===== src/rtl/cipher_pkg.sv =====
// Shared constants and types for the Caesar stream cipher blocks.
package cipher_pkg;

   localparam int KEY_W_DEFAULT = 3;

   localparam logic [7:0] ALPHA_LEN = 8'd26;
   localparam logic [7:0] ASCII_UA  = 8'd65;
   localparam logic [7:0] ASCII_UZ  = 8'd90;
   localparam logic [7:0] ASCII_LA  = 8'd97;
   localparam logic [7:0] ASCII_LZ  = 8'd122;

   typedef enum logic [1:0] {
      IDLE  = 2'd0,
      RUN   = 2'd1,
      DRAIN = 2'd2
   } state_t;

endpackage


===== src/rtl/caesar_shift_dec.sv =====
// Combinational Caesar decode of one byte: letters shifted back modulo 26,
// everything else passed through. Shift must stay below 26.
module caesar_shift_dec
   import cipher_pkg::*;
#(
   parameter int KEY_W = KEY_W_DEFAULT
) (
   input  logic [7:0]       in_byte,
   input  logic [KEY_W-1:0] shift,
   output logic [7:0]       out_byte
);

   logic [8:0] diff_s;

   // Subtract the shift and fold letters that fell below their base back by 26
   always_comb begin
      diff_s   = {1'b0, in_byte} - 9'(shift);
      out_byte = in_byte;
      if (in_byte >= ASCII_UA && in_byte <= ASCII_UZ) begin
         if (diff_s < {1'b0, ASCII_UA}) begin
            out_byte = 8'(diff_s + 9'(ALPHA_LEN));
         end else begin
            out_byte = diff_s[7:0];
         end
      end else if (in_byte >= ASCII_LA && in_byte <= ASCII_LZ) begin
         if (diff_s < {1'b0, ASCII_LA}) begin
            out_byte = 8'(diff_s + 9'(ALPHA_LEN));
         end else begin
            out_byte = diff_s[7:0];
         end
      end else begin
         out_byte = in_byte;
      end
   end

endmodule


===== src/rtl/caesar_stream_dec.sv =====
// Streaming Caesar decoder with key-change drain and small output FIFO.
// Optional rolling shift: define CAESAR_ROLLING_KEY_EN.
module caesar_stream_dec
   import cipher_pkg::*;
#(
   parameter int KEY_W      = KEY_W_DEFAULT,
   parameter int FIFO_DEPTH = 2,
   parameter int CNT_W      = 16
) (
   input  logic             clk,
   input  logic             rst_n,
   input  logic             key_load,
   input  logic [KEY_W-1:0] key_in,
   input  logic             in_valid,
   input  logic [7:0]       in_data,
   output logic             in_ready,
   output logic             out_valid,
   output logic [7:0]       out_data,
   input  logic             out_ready,
   output logic [CNT_W-1:0] byte_count,
   output logic             busy
);

   localparam int PTR_W = (FIFO_DEPTH > 1) ? $clog2(FIFO_DEPTH) : 1;
   localparam int OCC_W = $clog2(FIFO_DEPTH + 1);

   state_t           state_r, state_nxt_s;
   logic [KEY_W-1:0] key_r, pending_r, pend_nxt_s, apply_key_s, shift_s;
   logic             apply_s, in_ready_s, accept_s, pop_s;
   logic             fifo_full_s, fifo_empty_s;
   logic [7:0]       dec_byte_s;
   logic [7:0]       mem_r [FIFO_DEPTH];
   logic [PTR_W-1:0] wr_ptr_r, rd_ptr_r;
   logic [OCC_W-1:0] occ_r;
   logic [CNT_W-1:0] byte_count_r;

   assign fifo_full_s  = (occ_r == OCC_W'(FIFO_DEPTH));
   assign fifo_empty_s = (occ_r == {OCC_W{1'b0}});
   assign accept_s     = in_valid & in_ready_s;
   assign pop_s        = !fifo_empty_s & out_ready;

   assign in_ready   = in_ready_s;
   assign out_valid  = !fifo_empty_s;
   assign out_data   = mem_r[rd_ptr_r];
   assign byte_count = byte_count_r;
   assign busy       = (state_r != IDLE) || !fifo_empty_s;

   // State register
   always_ff @(posedge clk or negedge rst_n) begin
      if (!rst_n) begin
         state_r <= IDLE;
      end else begin
         state_r <= state_nxt_s;
      end
   end

   // Next state, handshake and key-apply decisions
   always_comb begin
      state_nxt_s = state_r;
      in_ready_s  = 1'b0;
      apply_s     = 1'b0;
      apply_key_s = key_r;
      pend_nxt_s  = pending_r;
      case (state_r)
         IDLE: begin
            if (key_load) begin
               apply_s     = 1'b1;
               apply_key_s = key_in;
               state_nxt_s = RUN;
            end else begin
               state_nxt_s = IDLE;
            end
         end
         RUN: begin
            in_ready_s = !fifo_full_s;
            if (key_load) begin
               pend_nxt_s  = key_in;
               state_nxt_s = DRAIN;
            end else begin
               state_nxt_s = RUN;
            end
         end
         DRAIN: begin
            if (key_load) begin
               pend_nxt_s = key_in;
            end else begin
               pend_nxt_s = pending_r;
            end
            // A key_load landing on the empty cycle wins over the older pending key
            if (fifo_empty_s) begin
               apply_s     = 1'b1;
               apply_key_s = pend_nxt_s;
               state_nxt_s = RUN;
            end else begin
               state_nxt_s = DRAIN;
            end
         end
         default: begin
            state_nxt_s = IDLE;
         end
      endcase
   end

   // Base key, pending key and accepted-byte counter
   always_ff @(posedge clk or negedge rst_n) begin
      if (!rst_n) begin
         key_r        <= {KEY_W{1'b0}};
         pending_r    <= {KEY_W{1'b0}};
         byte_count_r <= {CNT_W{1'b0}};
      end else begin
         pending_r <= pend_nxt_s;
         if (apply_s) begin
            key_r        <= apply_key_s;
            byte_count_r <= {CNT_W{1'b0}};
         end else if (accept_s && (byte_count_r != {CNT_W{1'b1}})) begin
            byte_count_r <= byte_count_r + CNT_W'(1'b1);
         end else begin
            byte_count_r <= byte_count_r;
         end
      end
   end

`ifdef CAESAR_ROLLING_KEY_EN
   logic [KEY_W-1:0] shift_r;

   // Rolling shift: reload on key apply, advance (wrapping) per accepted byte
   always_ff @(posedge clk or negedge rst_n) begin
      if (!rst_n) begin
         shift_r <= {KEY_W{1'b0}};
      end else if (apply_s) begin
         shift_r <= apply_key_s;
      end else if (accept_s) begin
         shift_r <= shift_r + KEY_W'(1'b1);
      end else begin
         shift_r <= shift_r;
      end
   end

   assign shift_s = shift_r;
`else
   assign shift_s = key_r;
`endif

   caesar_shift_dec #(
      .KEY_W (KEY_W)
   ) u_shift_dec (
      .in_byte  (in_data),
      .shift    (shift_s),
      .out_byte (dec_byte_s)
   );

   // Output FIFO storage, pointers and occupancy
   always_ff @(posedge clk or negedge rst_n) begin
      if (!rst_n) begin
         for (int i = 0; i < FIFO_DEPTH; i++) begin
            mem_r[i] <= 8'd0;
         end
         wr_ptr_r <= {PTR_W{1'b0}};
         rd_ptr_r <= {PTR_W{1'b0}};
         occ_r    <= {OCC_W{1'b0}};
      end else begin
         if (accept_s) begin
            mem_r[wr_ptr_r] <= dec_byte_s;
            wr_ptr_r        <= wr_ptr_r + PTR_W'(1'b1);
         end else begin
            wr_ptr_r <= wr_ptr_r;
         end
         if (pop_s) begin
            rd_ptr_r <= rd_ptr_r + PTR_W'(1'b1);
         end else begin
            rd_ptr_r <= rd_ptr_r;
         end
         case ({accept_s, pop_s})
            2'b10:   occ_r <= occ_r + OCC_W'(1'b1);
            2'b01:   occ_r <= occ_r - OCC_W'(1'b1);
            default: occ_r <= occ_r;
         endcase
      end
   end

endmodule


===== config.mk =====
export PLATFORM = sky130hd
export DESIGN_NAME = caesar_stream_dec
export DESIGN_NICKNAME = d
export VERILOG_FILES = /design/src/rtl/cipher_pkg.sv /design/src/rtl/caesar_shift_dec.sv /design/src/rtl/caesar_stream_dec.sv
export SDC_FILE = /design/constraint.sdc
export NUM_CORES = 1
export LEC_CHECK = 0
export CAP_MARGIN = 25
export CORE_MARGIN = 2
export CORE_UTILIZATION = 56
export CTS_BUF_LIST = sky130_fd_sc_hd__clkbuf_8
export DETAILED_ROUTE_END_ITERATION = 10
export GPL_TIMING_DRIVEN = 0
export PLACE_DENSITY = 0.82
export SETUP_SLACK_MARGIN = 0.15
export SYNTH_ARGS = -nofsm -noshare
export SYNTH_HDL_FRONTEND = slang
export SYNTH_HIERARCHICAL = 1
export SYNTH_SLANG_ARGS = --single-unit

===== constraint.sdc =====
create_clock -name clk -period 3.37 [get_ports clk]
set_input_delay 0.674 -clock clk [delete_from_list [all_inputs] [get_ports clk]]
set_output_delay 0.674 -clock clk [all_outputs]
set_load 0.1 [all_outputs]

# Word level (Yosys, flattened, before mapping)
# Index checks and enable logic that the tools add are counted.
# classes
add_sub_neg	7
n_bitwise	4
shift	0
n_eq_ne	8
n_reduce_logical	15
div_mod_pow	0
n_lt_le_gt_ge	9
n_mux	25
n_mul	0
# op_table
operator	count
$mux 8	8
$mux 16	2
$lt 9x7->1 const B	2
$add 16x1->16 const B	1
$bwmux 16	1
$ge 8x7->1 const B	2
$le 8x7->1 const B	2
$ne 16x16->1 const B	1
$mux 3	3
$sub 8x3->9	1
$add 8x5->8 const B	1
$demux 8 s1	1
$reduce_bool 2->1	4
$eq 2x2->1 const B	3
$pmux 2 s3	1
$pmux 3 s2	1
$eq 2x1->1 const B	2
$ge 2x2->1 const B	2
$logic_and 1x1->1	4
$logic_not 2->1	2
$mux 1	4
$mux 2	2
$ne 2x2->1 const B	2
$not 1->2	2
other kinds (11)	14
# totals
reg_bits	44
mem_bits_rw	0
out_inout_bits	27
wordCells	77
latchBits	0
in_bits	16
n_memories	0
romBits	0

# Longest topological paths before layout
# Gate-level depths: netlist (run 1).
# depth
word_depth	7
depth_mapped	14
mapped_depth_nobuf	14

# By module
# Netlist (run 1), hierarchy kept.
# modules_own_cells
mod	n_inst	cells_per_inst	seq_area_each_um2	area_each_um2
caesar_stream_dec	1	206	1101.1	2309.7
caesar_shift_dec	1	77	0.0	524.3

# Least setup slack after synthesis (run 1)
# Ideal clock, no wire load.
# synth_timing
kind	input to register
startpoint	in in_data[1]
endpoint	reg mem_r[11] (netlist bit)
n_path_buf	0
t_required_ns	3.245
stages	11
setup_time_ns	0.125
arrival_ns	2.755
setup_slack_ns	0.490
cell_sequence	ha_1 -> a21oi_1 -> xnor2_1 -> inv_1 -> ha_1 -> nand2_1 -> o211a_1 -> o311ai_0 -> o31ai_2 -> xnor2_1 -> mux2_2
# synth_via
elab_chain_cells	6
elab_cells_between_ends	15
cone_classes	add/sub (2); order compare (6); mux (5); reduce/logical (2)
# synth_lines
item	line_no	rtl
start, declared	caesar_stream_dec.sv:15	input logic [7:0] in_data,
$sub 8x3->9	caesar_shift_dec.sv:17	diff_s = {1'b0, in_byte} - 9'(shift);
$add 8x5->8 or $lt 9x7->1 (tied branches)	caesar_shift_dec.sv:21, caesar_shift_dec.sv:27, caesar_shift_dec.sv:26	
$mux 8	caesar_shift_dec.sv:26	if (diff_s < {1'b0, ASCII_LA}) begin
$mux 8	caesar_shift_dec.sv:25	end else if (in_byte >= ASCII_LA && in_byte <= ASCII_LZ) begin
$mux 8 *	caesar_shift_dec.sv:19	if (in_byte >= ASCII_UA && in_byte <= ASCII_UZ) begin
named net dec_byte_s[3]	caesar_stream_dec.sv:31	logic [7:0] dec_byte_s;
$bwmux 16 *	caesar_stream_dec.sv:163	mem_r[wr_ptr_r] <= dec_byte_s;
end signal, assigned by index	caesar_stream_dec.sv:163	
end, declared	caesar_stream_dec.sv:32	logic [7:0] mem_r [FIFO_DEPTH];
# The timed path passes the listed nets; every way through them passes the cells marked *.
# A chain may end at the register's enable or synchronous reset.

# Worst setup path in the final report (run 1)
# layout_timing
startpoint	in in_data[2]
endpoint	reg mem_r[11] (netlist bit)
# Same word-level chain as after synthesis.

==> run summary, run 1 <==
RR Endpoint - mem_r[11]
Max-slew violation count - 0
Die height - 75.1 um
Most common flop cell mapped by yosys - dfrtp_1
DRC - 0
Final RePlAce weighted congestion - 0.828
Clock Skew - 0.00992 ns
H-tree Lvls - 2
CTS tree - done
CTS Root Cell - clkbuf_8
RSZ-0062 raised after global routing - no
Post-synth top area share - 38.9%
Slew headroom - 34.2%
Largest area contributor in the netlist - dfrtp_1
Max-cap violations - 0
Synth Area in Compound Gates - 13.7%
Post-synth EDFFs - 0
VDD IR max - 0.774 mV
ANT nets after route - 0
Largest family of logic cells by synthesized area - simple AND/OR/NAND/NOR gates
Worst setup SP type - input port
Routed len/inst - 15.4 um
DP Worst Slack - -0.320 ns
Final hold violation count - 0
Tcrit/Tclk final - 92.0%
Post-Syn Nets - 312
Bufs on Longest Clock Path - 2
Fmax - 323 MHz
Final nets - 360
Die area - 5650 um^2
Post-synthesis mux area share - 15.6%
Starting DRT DRC Count - 141
Slew @ Worst Pin - 0.983 ns
Post-synthesis sequential area ratio - 38.9%
Util after Layout - 72.9%
Final min period - 3.10 ns
Clk sinks - 44
Most instantiated library cell after synthesis - dfrtp_1
R2r worst-path depth - 12
Critical path peak fanout - 5
Die Width - 75.1 um
FF-to-FF Start - key_r[1]
# rows - 25
Xor/xnor cell area share of the yosys netlist - 2.78%
Starting Density - 58.8%
Post-Synth Adder-Cell Area - 5.74%
HPWL Detailed - 4.40 mm
Run status - finished clean
Crit end category - flop
Clk pin slew, worst setup/hold paths - 0.07 ns
Pwr dens - 944 nW/um^2
Tightest Hold Check Type - in -> async
GRT Total Usage - 23.0%
Final WL - 6.16 mm
Placed cells - 391
Remaining Overflow, GRT - 0
Area post-placement - 3330 um^2
Cells after synthesis - 283
Setup WS post-layout - 0.269 ns
Setup TNS Final - 0 ns
Ys async rst share - 100%
Post-synthesis simple-gate area fraction - 19.6%
Core area - 4820 um^2
Most frequent cells after synthesis - dfrtp_1, mux2_2, nand2_1, a21oi_1, inv_1
Diodes inserted - 0
Synth top area cells - dfrtp_1, mux2_2, ha_1
Initial antenna violation count - 0
Fin area - 3510 um^2
Vias in the first global route - 2,227
Layout cells sized above 1 - 19.9%
Pleak - 1.51 nW
Mapped Avg Cell Area - 10.0 um^2
YS warnings - 6
Via-to-Cell Ratio - 5.87
Critical path type - in -> reg
Global-route wire length before repair - 10.1 mm
Num CTS Buffers - 5
Number of I/O pins - 43
Initial DRT Pass Iterations - 4
Yosys reg bits - 44
Worst EP required - 3.54 ns
Setup Viol. Count Final - 0
Non-Filler Instances - 399
Post-CTS Setup Bufs - 0
Reg2Reg Setup Slack - 0.67 ns
I/O Buffers - 40
Largest net degree at the start of global routing - 42
Latest clock arrival within the worst-skew pair - 0.29 ns
Via count - 2,343
Mapped Area - 2830 um^2
WP data arrival - 3.27 ns
Area Overhead vs Synth - 23.9%
Synth unique cells - 60
-- sequential cells by signal, indices dropped and copies added, names as in the netlist --
| signal | cells |
|---|---|
| pending_r | 3 |
| byte_count | 16 |
| wr_ptr_r | 1 |
| occ_r | 2 |
| key_r | 3 |
| mem_r | 16 |
| rd_ptr_r | 1 |
| state_r | 2 |
-- worst max path at each step --
| stage | from | end |
|---|---|---|
| final | in_data[2] | mem_r[11] |
| after global routing | in_data[2] | mem_r[11] |
| after CTS | in_data[1] | mem_r[11] |
| after detailed placement | in_data[1] | mem_r[11] |
| after global placement | in_data[1] | mem_r[11] |
| after floorplan | in_data[1] | mem_r[11] |
-- layer usage --
layer / vias to the layer above / track usage [%] / share of wire (%)
met4: 0 / 5.65 / 0.88
met2: 54 / 38.3 / 50
li1: 1129 / - / -
met1: 1154 / 31.3 / 45
met5: - / 0 / 0
met3: 6 / 4.15 / 3.5
-- critical path, stage by stage --
cell and delay [ns]:
clkdlybuf4s50_1 0.58, ha_4 0.26, xnor2_2 0.18, inv_1 0.08, ha_1 0.14, nand2_1 0.12, o211a_1 0.30, or2_1 0.28
o31ai_4 0.25, xnor2_1 0.12, mux2_2 0.28
-- cell usage in the layout (no fill, tap or decap), types with 7 or more instances in the layout --
master	instances
nand2b_1	10
nand2_1	24
mux2i_1	7
dfrtp_1	44
a21oi_1	20
clkdlybuf4s50_1	29
nor2_1	13
xnor2_1	7
nand3_1	7
inv_1	15
ha_1	11
o31ai_1	7
dlymetal6s2s_1	10
mux2_2	33
-- repair_timing --
action                     4_1_cts  5_1_grt
resized for setup                3       16
hold buffers                     0        0
setup endpoints to repair       10       22
pin swaps                        0        1
hold endpoints to repair         0        0
-- stage by stage --
stage / hold WS, ns / power, mW
after floorplan: 0.378 / 2.49
after global placement: 0.482 / 2.87
after detailed placement: 0.488 / 2.92
after CTS: 0.183 / 3.29
after global routing: 0.188 / 3.51
final: 0.187 / 3.32
-- report_power, final --
| group | internal (mW) | switching, mW |
|---|---|---|
| registers | 0.712 | 0.116 |
| clock network | 0.164 | 0.177 |
| logic | 0.713 | 1.43 |
-- final cells by class --
type                            count  area (um^2)
Buffer                             10         50.0
Clock inverter                      2         11.3
Timing Repair Buffer               41          440
Inverter                           15         56.3
Clock buffer                        6         82.6
Multi-Input combinational cell    214         1690
Tap cell                           67         83.8
Fill cell                         377         1310
Sequential cell                    44         1100
-- cells by family after synthesis --
logic type                 after synthesis
buffers and inverters                   25
DFF                                     44
adders and majority gates               13
and+or+nand+nor                         97
AOI/OAI and AO/OA                       55
muxes                                   40
xor gates and xnor gates                 9
(Power assumes the default switching activity.)
==> inputs of run 2 (changes only) <==
--- a/config.mk
+++ b/config.mk
@@ -5,8 +5,7 @@
 export SDC_FILE = /design/constraint.sdc
 export NUM_CORES = 1
 export LEC_CHECK = 0
-export CAP_MARGIN = 25
-export CORE_MARGIN = 2
+export CORE_MARGIN = 8
 export CORE_UTILIZATION = 56
 export CTS_BUF_LIST = sky130_fd_sc_hd__clkbuf_8
 export DETAILED_ROUTE_END_ITERATION = 10
==> run 2 against run 1 <==
Net effect: routed wire length increased by 5.2%; first-iteration DRC count increased by 2.8%; clock skew decreased by 0.00054 ns; global-route usage decreased by 5.8 points; register-to-register slack got worse by 0.02 ns; sequential share of layout area unchanged; power increased by 1.2%; cell area unchanged; via count increased by 1.1%; worst hold slack got worse by 0.0055 ns; critical path type unchanged.
==> run summary, run 2 (same netlist as run 1, synthesis figures left out) <==
Run status - finished clean
VDD IR max - 0.698 mV
Number of I/O pins - 43
CTS Root Cell - clkbuf_8
Crit end category - flop
Core area - 5010 um^2
Pleak - 1.49 nW
Starting DRT DRC Count - 145
Fmax - 318 MHz
Worst path slowest cell - clkdlybuf4s50_1
Max-slew violation count - 0
CP bufs+invs - 4
RSZ-0062 raised after global routing - no
Die Width - 87.1 um
Initial DRT Pass Iterations - 6
Crit path largest cell delay - 0.53 ns
Routed len/inst - 16.1 um
Max-cap violations - 0
Family with the most delay on the worst path - compound AO/OA/AOI/OAI gates
Via-to-Cell Ratio - 5.88
Final RePlAce weighted congestion - 0.848
RR Endpoint - mem_r[10]
FF-to-FF Start - key_r[1]
Critical path peak fanout - 5
Worst setup SP type - input port
Tightest Hold Check Type - in -> async
Largest net degree at the start of global routing - 42
GRT Total Usage - 17.2%
Worst EP required - 3.55 ns
Setup TNS Final - 0 ns
Via count - 2,369
R2r worst-path depth - 12
Final WL - 6.47 mm
DRC - 0
Setup Viol. Count Final - 0
Starting Density - 56.6%
Die height - 87.1 um
Commonest non-fill, non-tap cell in the layout - dfrtp_1
Clk pin slew, worst setup/hold paths - 0.08 ns
Global-route wire length before repair - 10.6 mm
Util after Layout - 70.1%
Area Overhead vs Synth - 23.9%
Layout cells sized above 1 - 21.0%
CP Depth - 14
Final nets - 361
Fill cells - 408
Tcrit/Tclk final - 93.4%
Clk sinks - 44
Die area - 7590 um^2
HPWL Detailed - 4.65 mm
Commonest cells after routing, fill and taps aside - dfrtp_1, mux2_2, clkdlybuf4s50_1, nand2_1, a21oi_1
Slew headroom - 33.6%
WP data arrival - 3.33 ns
Pwr dens - 956 nW/um^2
Critical path startpoint - in_data[0]
Reg2Reg Setup Slack - 0.65 ns
Num CTS Buffers - 5
CTS tree - done
Critical path type - in -> reg
Latest clock arrival within the worst-skew pair - 0.30 ns
Crit-path cells - clkdlybuf4s50_1, inv_2, ha_1, inv_1, a21oi_2, xnor2_2, inv_1, ha_1, nand2_2, o211a_1, o2111a_1, a41oi_1, o311ai_1, mux2_2
Vias in the first global route - 2,308
# rows - 26
Diodes inserted - 0
I/O Buffers - 40
Final hold violation count - 0
ANT nets after route - 0
Bufs on Longest Clock Path - 2
Initial antenna violation count - 0
Final min period - 3.15 ns
Remaining Overflow, GRT - 0
H-tree Lvls - 2
Clock Skew - 0.00939 ns
Slew @ Worst Pin - 0.995 ns
Hold_buf cts - 0
[run 2: cell types whose count changed in the layout (fill, tap and decap cells not counted), sizes merged]
| cell | change |
|---|---|
| buf | +1 |
| clkbuf | -1 |
| clkdlybuf4s50 | +2 |
| clkinv | +1 |
| dlymetal6s2s | -2 |
[run 2: what timing repair did]
item                                    4_1_cts  5_1_grt
buffers inserted                              0        1
gates resized for setup                       3       15
pin swaps                                     0        4
endpoints found under the setup margin        7       21
[run 2: stage by stage]
stage	hold WS (ns)	instance area (um^2)	setup slack [ns]	total power [mW]	std cells
2_1_floorplan	0.378	2830	0.490	2.49	283
3_3_place_gp	0.480	3320	-0.210	2.88	393
3_5_place_dp	0.492	3340	-0.287	2.94	394
4_1_cts	0.176	3440	0.186	3.30	402
5_1_grt	0.174	3510	0.0370	3.56	403
6_report	0.182	3510	0.222	3.36	403
[run 2: area by class of cell]
| cell class | count | area, um^2 | area share [%] |
|---|---|---|---|
| Clock inverter | 3 | 21.3 | 0.606 |
| Multi-Input combinational cell | 214 | 1680 | 47.9 |
| Inverter | 15 | 56.3 | 1.60 |
| Sequential cell | 44 | 1100 | 31.4 |
| Tap cell | 70 | 87.6 | 2.49 |
| Buffer | 10 | 50.0 | 1.43 |
| Timing Repair Buffer | 42 | 443 | 12.6 |
| Clock buffer | 5 | 68.8 | 1.96 |
[run 2: routing by layer]
layer  GRT usage, %  share of wire (%)
met5              0                  0
met4           3.13               0.66
met3           3.40                3.9
met2           29.1                 51
met1           22.1                 45
[run 2: worst max-delay path by stage]
stage	slack [ns]	endpoint
2_1_floorplan	0.49	mem_r[11]
6_report	0.22	mem_r[10]
5_1_grt	0.04	mem_r[10]
4_1_cts	0.19	out_data[1]
3_3_place_gp	-0.21	mem_r[13]
3_5_place_dp	-0.29	mem_r[13]
[run 2: power by group]
group	leakage [nW]	switching, mW	internal (mW)
clock	0.0445	0.190	0.147
sequential	0.558	0.119	0.712
combinational	0.890	1.46	0.730
[run 2: worst reg2reg max path: cells and delay by family (launching register included)]
kind | cells | cell delay, ns
buffers and inverters | 2 | 0.17
adders and majority gates | 2 | 0.38
and+or+nand+nor | 1 | 0.09
AOI/OAI and AO/OA | 5 | 1.16
muxes | 1 | 0.28
xor gates and xnor gates | 1 | 0.14
DFF | 1 | 0.38
==> inputs of run 3 (changes only) <==
--- a/config.mk
+++ b/config.mk
@@ -12,6 +12,7 @@
 export GPL_TIMING_DRIVEN = 0
 export PLACE_DENSITY = 0.82
 export SETUP_SLACK_MARGIN = 0.15
+export SKIP_LAST_GASP = 1
 export SYNTH_ARGS = -nofsm -noshare
 export SYNTH_HDL_FRONTEND = slang
 export SYNTH_HIERARCHICAL = 1
==> results of run 3 <==
Final layout, timing and power as in run 2 (identical DEF).
